<file path="config.mk">
export PLATFORM = sky130hd
export DESIGN_NAME = uart_tx_arbiter
export DESIGN_NICKNAME = d
export VERILOG_FILES = /design/src/rtl/uart_tx_arbiter.sv
export SDC_FILE = /design/constraint.sdc
export NUM_CORES = 1
export LEC_CHECK = 0
export ABC_AREA = 1
export BUFFER_PORTS_ARGS = -buffer_cell sky130_fd_sc_hd__buf_2
export CAP_MARGIN = 30
export CORE_MARGIN = 10
export CORE_UTILIZATION = 35
export CTS_CLUSTER_DIAMETER = 80
export CTS_CLUSTER_SIZE = 10
export DETAILED_ROUTE_END_ITERATION = 10
export HOLD_SLACK_MARGIN = 0.12
export PLACE_DENSITY = 0.76
export RECOVER_POWER = 100
export SLEW_MARGIN = 20
export SYNTH_ARGS = -nofsm -noshare
export SYNTH_HDL_FRONTEND = slang
export SYNTH_SLANG_ARGS = --single-unit
</file>
<file path="constraint.sdc">
create_clock -name i_clock -period 2.85 [get_ports i_clock]
set_input_delay 0.57 -clock i_clock [delete_from_list [all_inputs] [get_ports i_clock]]
set_output_delay 0.57 -clock i_clock [all_outputs]
set_load 0.01 [all_outputs]
</file>
<file path="src/rtl/uart_tx_arbiter.sv">
// Round-robin arbiter/sequencer sharing one UART transmit path among N_REQ requesters.
// Optional watchdog: define UART_ARB_TIMEOUT_EN to abort a transfer whose done never returns.
module uart_tx_arbiter #(
  parameter int NB_DATA        = 32,
  parameter int N_REQ          = 4,
  parameter int NB_TIMEOUT     = 18,
  parameter int TIMEOUT_CYCLES = 200000
) (
  input  logic                     i_clock,
  input  logic                     i_reset_n,
  input  logic [N_REQ-1:0]         i_req,
  input  logic [N_REQ-1:0]         i_req_32b,
  input  logic [N_REQ*NB_DATA-1:0] i_req_data,
  input  logic                     i_tx_done_8b,
  input  logic                     i_tx_done_32b,
  output logic [NB_DATA-1:0]       o_tx_data,
  output logic                     o_tx_start_8b,
  output logic                     o_tx_start_32b,
  output logic [N_REQ-1:0]         o_grant,
  output logic [N_REQ-1:0]         o_done,
  output logic                     o_busy,
  output logic                     o_timeout
);

  localparam int NB_IDX = $clog2(N_REQ);
  localparam logic [N_REQ-1:0] ONE_HOT0 = N_REQ'(1);

  typedef enum logic [1:0] {ST_IDLE, ST_LAUNCH, ST_WAIT, ST_RELEASE} state_t;

  state_t              state_reg, state_next;
  logic [NB_IDX-1:0]   ptr_reg, ptr_next;
  logic [NB_IDX-1:0]   g_reg, g_next;
  logic                size_reg, size_next;
  logic [NB_DATA-1:0]  data_reg, data_next;
  logic                start_8b_reg, start_8b_next;
  logic                start_32b_reg, start_32b_next;
  logic [N_REQ-1:0]    grant_reg, grant_next;
  logic [N_REQ-1:0]    done_reg, done_next;
  logic                busy_reg, busy_next;

  logic                arb_found;
  logic [NB_IDX-1:0]   arb_idx;
  logic                xfer_done;
  logic                wd_hit;

  logic [NB_DATA-1:0]  req_data_arr [N_REQ];

  genvar gi;
  generate
    for (gi = 0; gi < N_REQ; gi++) begin : g_slice
      assign req_data_arr[gi] = i_req_data[gi*NB_DATA +: NB_DATA];
    end
  endgenerate

  // Two passes: first set bit at or above ptr, otherwise wrap to the lowest set bit.
  always_comb begin
    arb_found = 1'b0;
    arb_idx   = '0;
    for (int j = 0; j < N_REQ; j++) begin
      if (!arb_found && i_req[j] && (NB_IDX'(j) >= ptr_reg)) begin
        arb_found = 1'b1;
        arb_idx   = NB_IDX'(j);
      end
    end
    for (int j = 0; j < N_REQ; j++) begin
      if (!arb_found && i_req[j]) begin
        arb_found = 1'b1;
        arb_idx   = NB_IDX'(j);
      end
    end
  end

  // A word transfer ignores the UART's per-byte done pulses.
  assign xfer_done = size_reg ? i_tx_done_32b : i_tx_done_8b;

`ifdef UART_ARB_TIMEOUT_EN
  logic [NB_TIMEOUT-1:0] wd_cnt_reg, wd_cnt_next;
  logic                  timeout_reg, timeout_next;

  assign wd_hit = (state_reg == ST_WAIT) && (wd_cnt_reg == NB_TIMEOUT'(TIMEOUT_CYCLES - 1));

  always_comb begin
    wd_cnt_next  = '0;
    timeout_next = 1'b0;
    if (state_reg == ST_WAIT) begin
      wd_cnt_next  = wd_cnt_reg + 1'b1;
      timeout_next = wd_hit && !xfer_done;
    end
  end

  always_ff @(posedge i_clock or negedge i_reset_n) begin
    if (!i_reset_n) begin
      wd_cnt_reg  <= '0;
      timeout_reg <= 1'b0;
    end else begin
      wd_cnt_reg  <= wd_cnt_next;
      timeout_reg <= timeout_next;
    end
  end

  assign o_timeout = timeout_reg;
`else
  assign wd_hit    = 1'b0;
  assign o_timeout = 1'b0;
`endif

  always_comb begin
    state_next     = state_reg;
    ptr_next       = ptr_reg;
    g_next         = g_reg;
    size_next      = size_reg;
    data_next      = data_reg;
    start_8b_next  = 1'b0;
    start_32b_next = 1'b0;
    grant_next     = grant_reg;
    done_next      = '0;
    case (state_reg)
      ST_IDLE: begin
        if (arb_found) begin
          g_next         = arb_idx;
          size_next      = i_req_32b[arb_idx];
          data_next      = req_data_arr[arb_idx];
          grant_next     = ONE_HOT0 << arb_idx;
          start_32b_next = i_req_32b[arb_idx];
          start_8b_next  = !i_req_32b[arb_idx];
          state_next     = ST_LAUNCH;
        end
      end
      ST_LAUNCH: begin
        state_next = ST_WAIT;
      end
      ST_WAIT: begin
        if (xfer_done || wd_hit) begin
          done_next  = ONE_HOT0 << g_reg;
          grant_next = '0;
          state_next = ST_RELEASE;
        end
      end
      ST_RELEASE: begin
        ptr_next   = (g_reg == NB_IDX'(N_REQ - 1)) ? '0 : g_reg + 1'b1;
        state_next = ST_IDLE;
      end
      default: state_next = ST_IDLE;
    endcase
    busy_next = (state_next != ST_IDLE);
  end

  always_ff @(posedge i_clock or negedge i_reset_n) begin
    if (!i_reset_n) begin
      state_reg     <= ST_IDLE;
      ptr_reg       <= '0;
      g_reg         <= '0;
      size_reg      <= 1'b0;
      data_reg      <= '0;
      start_8b_reg  <= 1'b0;
      start_32b_reg <= 1'b0;
      grant_reg     <= '0;
      done_reg      <= '0;
      busy_reg      <= 1'b0;
    end else begin
      state_reg     <= state_next;
      ptr_reg       <= ptr_next;
      g_reg         <= g_next;
      size_reg      <= size_next;
      data_reg      <= data_next;
      start_8b_reg  <= start_8b_next;
      start_32b_reg <= start_32b_next;
      grant_reg     <= grant_next;
      done_reg      <= done_next;
      busy_reg      <= busy_next;
    end
  end

  assign o_tx_data      = data_reg;
  assign o_tx_start_8b  = start_8b_reg;
  assign o_tx_start_32b = start_32b_reg;
  assign o_grant        = grant_reg;
  assign o_done         = done_reg;
  assign o_busy         = busy_reg;

endmodule

</file>
==> results.py, run 1 <==
metrics = {
    "synthesis": {
        "synthTopCellsByArea": "nand2_1, dfrtp_1, nand3_1",
        "synth_edf_count": 0,
        "yosysWarnings": 0,
        "synthTopCellsByCount": "nand2_1, nand3_1, dfrtp_1",
        "yosysSeqAreaShare": 0.3555,
        "synth_top_area_cell": "nand2_1",
        "netlist_area_sq_um": 3520,
        "netlist.area_leader.share": 0.3754,
        "synth_flop_cell": "dfrtp_1",
        "avgSynthCellArea_sq_um": 6.207,
        "synth_cells": 567,
        "synth_fp_nets": 714,
        "synthArstFlopShare": 1.000,
        "synth_seq_cells": 50,
        "yosysUniqueCellTypes": 23,
        "synth.most_common_cell": "nand2_1",
    },
    "sta": {
        "max_freq_mhz": 437.2,
        "slew_headroom": -0.01382,
        "final.setup.tns_ns": 0,
        "period_minus_slack_ns": 2.287,
        "clock_skew_ns": 0.005808,
        "tightest_slew_ns": 1.521,
        "hold_ws_ns": 0.4813,
        "maxSlewViolCount": 29,
        "hold_viol": 0,
        "setup-violations-final": 0,
        "min_period_over_period": 0.8026,
        "rsz0062_at_grt": "false",
    },
    "grt": {
        "antenna_found_initial": 0,
        "grt_max_degree": 37,
        "grt_pass1_vias": 3785,
        "grt_pass1_wl_mm": 18.62,
        "top_usage_layer": "met2",
        "grt.total_usage": 0.1508,
        "grt-ovfl-total": 0,
        "use_met3": 0.04095,
        "grt_util_met2": 0.2631,
        "use_met1": 0.1819,
    },
    "placement": {
        "dp.final_hpwl_mm": 8.793,
        "gp_congestion": 0.8305,
        "place.port_buffers": 182,
    },
    "cts": {
        "cts_sinks": 50,
        "cts_tree": "done",
        "post_cts_buffers": 0,
        "cts_buffer_depth": 2,
        "clockRootBuffer": "clkbuf_8",
        "numCtsBuffers": 5,
        "cts_max_level": 2,
        "ctsHoldBuffers": 0,
        "clock_latency_ns": 0.29,
        "ctsResizeCount": 0,
        "clk_pin_slew_ns": 0.08,
    },
    "worst_setup_path": {
        "critPathLaunchType": "flop",
        "arrival_ns": 2.52,
        "crit_path_max_fanout": 36,
        "critPathKind": "flop to flop",
        "end_kind": "flop",
        "worst_ep_required_time_ns": 3.09,
    },
    "floorplanning": {
        "die_y_microns": 120.3,
        "fp.coreArea_sq_um": 9774,
        "die_area_sq_um": 14470,
        "die_w_microns": 120.3,
        "row_count": 36,
        "start_util": 0.3601,
        "io_pins": 184,
    },
    "power": {
        "vdd_drop_max_v": 0.0003177,
        "power.total_mw": 3.811,
        "power_leakage_nw": 2.713,
        "power.density_nw_per_um2": 853.9,
    },
    "min_path": {
        "hold_class": "flop to flop",
    },
    "finish": {
        "syn_to_final_growth_pct": 26.80,
        "final_net_count": 878,
        "fillers": 1082,
        "fin_util": 0.4566,
        "multi_input_area_sq_um": 1967,
        "largest_reg_flops": 32,
        "antenna_cells": 0,
        "seqCellArea_sq_um": 1251,
        "drive_above_1_share": 0.2240,
    },
    "route": {
        "routed_wl_mm": 11.51,
        "drc": 0,
        "vias": 3949,
        "drt.antenna.violating_nets": 0,
        "wl_per_cell_microns": 13.31,
        "routed_via_density": 4.565,
        "drt_iter0_markers": 182,
        "firstDrtPassIters": 5,
    },
    "job": {
        "maxCapViolCount": 1,
    },
    "run_status": {
        "status": "complete, but fails checks",
        "violations": "capacitance limit, slew limit",
    },
}
==> area by class of cell <==
type | instances | area share
Clock buffer | 7 | 0.01934
Inverter | 19 | 0.01598
Clock inverter | 1 | 0.001121
Sequential cell | 50 | 0.2803
Tap cell | 133 | 0.03729
Multi-Input combinational cell | 464 | 0.4407
Timing Repair Buffer | 191 | 0.2052
==> worst max-delay path: stages, from the launching register on <==
cell and delay [ns]:
dfrtp_1 0.37, inv_1 0.08, a21oi_1 0.25, nand3_2 0.11, buf_4 0.24, nand3_2 0.12
clkbuf_2 0.55, nand2_1 0.12, nand2_1 0.12, nand2_1 0.06, nand2_1 0.07, nand2_1 0.04
nand2_1 0.08
==> kinds of logic (layout without fill, tap and decap cells) <==
group	Yosys count	in the layout	share of synthesized area
fa+ha+maj	7	7	0.02488
flops	50	50	0.3555
simple gates	443	443	0.5087
compound gates	13	13	0.02168
other cells	1	1	0.001065
buf+inv	53	218	0.08816
==> cells in the final DEF (no fill, tap or decap), types with 3 or more instances in the layout <==
| cell type | count |
|---|---|
| clkbuf_8 | 6 |
| inv_1 | 17 |
| o21ai_0 | 10 |
| nand2_1 | 352 |
| nor2_1 | 11 |
| clkbuf_2 | 3 |
| clkbuf_1 | 45 |
| buf_2 | 138 |
| nand3_2 | 4 |
| buf_4 | 6 |
| nand3_1 | 70 |
| ha_1 | 7 |
| dfrtp_1 | 50 |
==> layer usage <==
metal	vias up	wire, microns
met4	0	108
met3	7	796
met1	1747	5080
li1	2076	-
met2	119	5525
met5	-	0
==> stage by stage <==
stage,cell area (sq um),instances,setup WS [ns]
floorplan,3520,567,1.219
global placement,4434,857,0.5694
finish,4463,865,0.5626
CTS,4526,865,0.8184
global route,4463,865,0.3150
detailed placement,4434,857,0.5273
==> power by group <==
| group | internal [mW] | switching, mW |
|---|---|---|
| Clock | 0.196 | 0.223 |
| Combinational | 0.719 | 1.48 |
| Sequential | 1.02 | 0.172 |
| Total | 1.93 | 1.88 |
==> path summary, 6_finish.rpt <==
kind                                            from                         to  slack, ns  depth (start not counted)
max in group asynchronous                  i_reset_n  o_tx_data[27]$_DFFE_PN0P_       0.95                          2
hold / removal             o_tx_data[25]$_DFFE_PN0P_  o_tx_data[25]$_DFFE_PN0P_       0.48                          2
setup / recovery              ptr_reg[1]$_DFFE_PN0N_   o_tx_data[8]$_DFFE_PN0P_       0.56                         12
setup reg to reg              ptr_reg[1]$_DFFE_PN0N_   o_tx_data[8]$_DFFE_PN0P_       0.56                         12
min in group asynchronous                  i_reset_n           o_busy$_DFF_PN0_       0.63                          1
hold reg to reg            o_tx_data[25]$_DFFE_PN0P_  o_tx_data[25]$_DFFE_PN0P_       0.48                          2
(Power assumes the default switching activity.)
==> run 2, diff against run 1 <==
==> constraint.sdc (replaced) <==
create_clock -name i_clock -period 2.3 [get_ports i_clock]
set_input_delay 0.46 -clock i_clock [delete_from_list [all_inputs] [get_ports i_clock]]
set_output_delay 0.46 -clock i_clock [all_outputs]
set_load 0.01 [all_outputs]
==> run 2 against run 1 <==
The run now ends clean. Sequential power increased by 24%. First-iteration DRC count up 4.9%. Clock skew up 0.0067 ns. Fmax rose by 21%. Via count is 0.18% higher. Flip-flop and latch count did not move. Routed wire length grew 0.51%. Largest power group unchanged. Highest routed layer unchanged.
==> results.py, run 2 (synthesis results as in run 1) <==
metrics = {
    "cts": {
        "numCtsBuffers": 5,
        "ctsHoldBuffers": 0,
        "cts_buffer_depth": 2,
        "cts_tree": "done",
        "clock_latency_ns": 0.31,
        "clockRootBuffer": "clkbuf_8",
        "post_cts_buffers": 0,
        "ctsResizeCount": 0,
        "cts_max_level": 2,
        "cts_sinks": 50,
        "clk_pin_slew_ns": 0.10,
    },
    "sta": {
        "max_freq_mhz": 529.7,
        "clock_skew_ns": 0.01250,
        "setup-violations-final": 0,
        "hold_viol": 0,
        "slew_headroom": 0.1614,
        "final.setup.tns_ns": 0,
        "rsz0062_at_grt": "false",
        "maxSlewViolCount": 0,
        "period_minus_slack_ns": 1.888,
        "tightest_slew_ns": 1.258,
        "layout_setup_ws_ns": 0.4121,
        "min_period_over_period": 0.8208,
        "hold_ws_ns": 0.4857,
    },
    "route": {
        "drt_iter0_markers": 191,
        "drc": 0,
        "routed_via_density": 4.568,
        "firstDrtPassIters": 4,
        "routed_wl_mm": 11.57,
        "drt.antenna.violating_nets": 0,
        "wl_per_cell_microns": 13.36,
        "vias": 3956,
    },
    "min_path": {
        "hold_class": "input pin to async pin",
    },
    "worst_setup_path": {
        "arrival_ns": 2.13,
        "r2r_slack_ns": 0.41,
        "crit_path_max_fanout": 36,
        "critPathKind": "flop to flop",
        "cp_slowest_stage_delay_ns": 0.42,
        "reg2regPathDepth": 12,
        "crit_slowest_cell": "dfrtp_1",
        "critPathLaunchType": "flop",
        "cpMostUsedCell": "nand2_1",
        "worst_ep_required_time_ns": 2.54,
        "path_cells": "inv_2 > nand2_1 > nor2_1 > inv_1 > nand3_2 > clkbuf_4 > nand2_1 > nand2_1 > nand2_1 > nand2_1 > nand2_1 > nand2_1",
        "cp_top_family": "simple AND/OR/NAND/NOR gates",
        "end_kind": "flop",
        "worstReg2RegEnd": "o_tx_data[29]$_DFFE_PN0P_",
        "timing.rr.start": "ptr_reg[1]$_DFFE_PN0N_",
        "path_buf_inv": 3,
    },
    "power": {
        "p_comb_frac": 0.566,
        "power_leakage_nw": 2.718,
        "vdd_drop_max_v": 0.0005208,
        "clkPwrFrac": 0.130,
        "p_sw_frac": 0.4847,
        "power.density_nw_per_um2": 1078,
        "p_sw_mw": 2.344,
        "cellInternalPower_mw": 2.491,
        "p_seq_frac": 0.305,
    },
    "floorplanning": {
        "row_count": 36,
        "io_pins": 184,
        "die_y_microns": 120.3,
        "die_area_sq_um": 14470,
        "fp.coreArea_sq_um": 9774,
        "start_util": 0.3601,
        "die_w_microns": 120.3,
    },
    "finish": {
        "fillers": 1097,
        "syn_to_final_growth_pct": 27.37,
        "final_net_count": 879,
        "final_common_cell": "nand2_1",
        "drive_above_1_share": 0.2237,
        "layout_common_cells": "nand2_1, buf_2, nand3_1, dfrtp_1, clkbuf_1",
        "antenna_cells": 0,
        "largest_reg_flops": 32,
    },
    "grt": {
        "grt.total_usage": 0.1540,
        "grt_pass1_wl_mm": 18.82,
        "antenna_found_initial": 0,
        "grt_max_degree": 51,
        "grt-ovfl-total": 0,
        "grt_pass1_vias": 3918,
    },
    "placement": {
        "preCtsSetupSlack_ns": 0.3646,
        "place.port_buffers": 182,
        "dp.final_hpwl_mm": 8.793,
        "gp_congestion": 0.8572,
    },
    "run_status": {
        "status": "complete, no violations",
    },
    "job": {
        "maxCapViolCount": 0,
    },
}
## run 2: routing by layer
| layer | vias up | global-route usage | share of wire |
|---|---|---|---|
| met5 | - | 0 | 0 |
| met4 | 0 | 0.04676 | 0.012 |
| met3 | 14 | 0.03723 | 0.071 |
| met2 | 126 | 0.2734 | 0.49 |
| met1 | 1740 | 0.1791 | 0.43 |
| li1 | 2076 | - | - |
## run 2: final cells by class
class	instances	area, sq um	area share
clock buffer	6	72.57	0.01619
clock inverter	2	37.54	0.008373
tap	133	166.4	0.03712
multi-input combinational	464	1954	0.4359
sequential	50	1251	0.2791
inverter	19	71.32	0.01591
timing repair buffer	192	929.6	0.2074
## run 2: worst max path at each step
| stage | start | to | depth (start not counted) |
|---|---|---|---|
| floorplan | i_req[1] | o_tx_data[0]$_DFFE_PN0P_ | 8 |
| CTS | ptr_reg[1]$_DFFE_PN0N_ | size_reg$_DFFE_PN0P_ | 12 |
| global placement | i_req[1] | size_reg$_DFFE_PN0P_ | 11 |
| global route | ptr_reg[1]$_DFFE_PN0N_ | o_tx_data[29]$_DFFE_PN0P_ | 12 |
| finish | ptr_reg[1]$_DFFE_PN0N_ | o_tx_data[29]$_DFFE_PN0P_ | 12 |
| detailed placement | i_req[1] | size_reg$_DFFE_PN0P_ | 11 |
## run 2: power by group through the flow
stage	registers [mW]	clock network (mW)	logic, mW
2_1_floorplan	1.62	0	1.88
3_3_place_gp	1.47	0	2.84
3_5_place_dp	1.47	0	2.89
4_1_cts	1.46	0.650	2.88
5_1_grt	1.52	0.690	3.21
6_report	1.47	0.628	2.73
## run 2: through the flow
| step | total power [mW] | cells | instance area, sq um | utilization |
|---|---|---|---|---|
| floorplan | 3.500 | 567 | 3520 | - |
| global placement | 4.317 | 858 | 4442 | 0.4544 |
| detailed placement | 4.358 | 858 | 4442 | 0.4544 |
| CTS | 5.000 | 866 | 4552 | 0.4657 |
| global route | 5.419 | 866 | 4483 | 0.4587 |
| finish | 4.835 | 866 | 4483 | 0.4587 |
## run 2: worst register-to-register path: stages (launching register included)
cell and delay (ns):
dfrtp_1 0.42, inv_2 0.09, nand2_1 0.07, nor2_1 0.23
inv_1 0.09, nand3_2 0.09, clkbuf_4 0.37, nand2_1 0.13
nand2_1 0.09, nand2_1 0.05, nand2_1 0.09, nand2_1 0.05
nand2_1 0.07
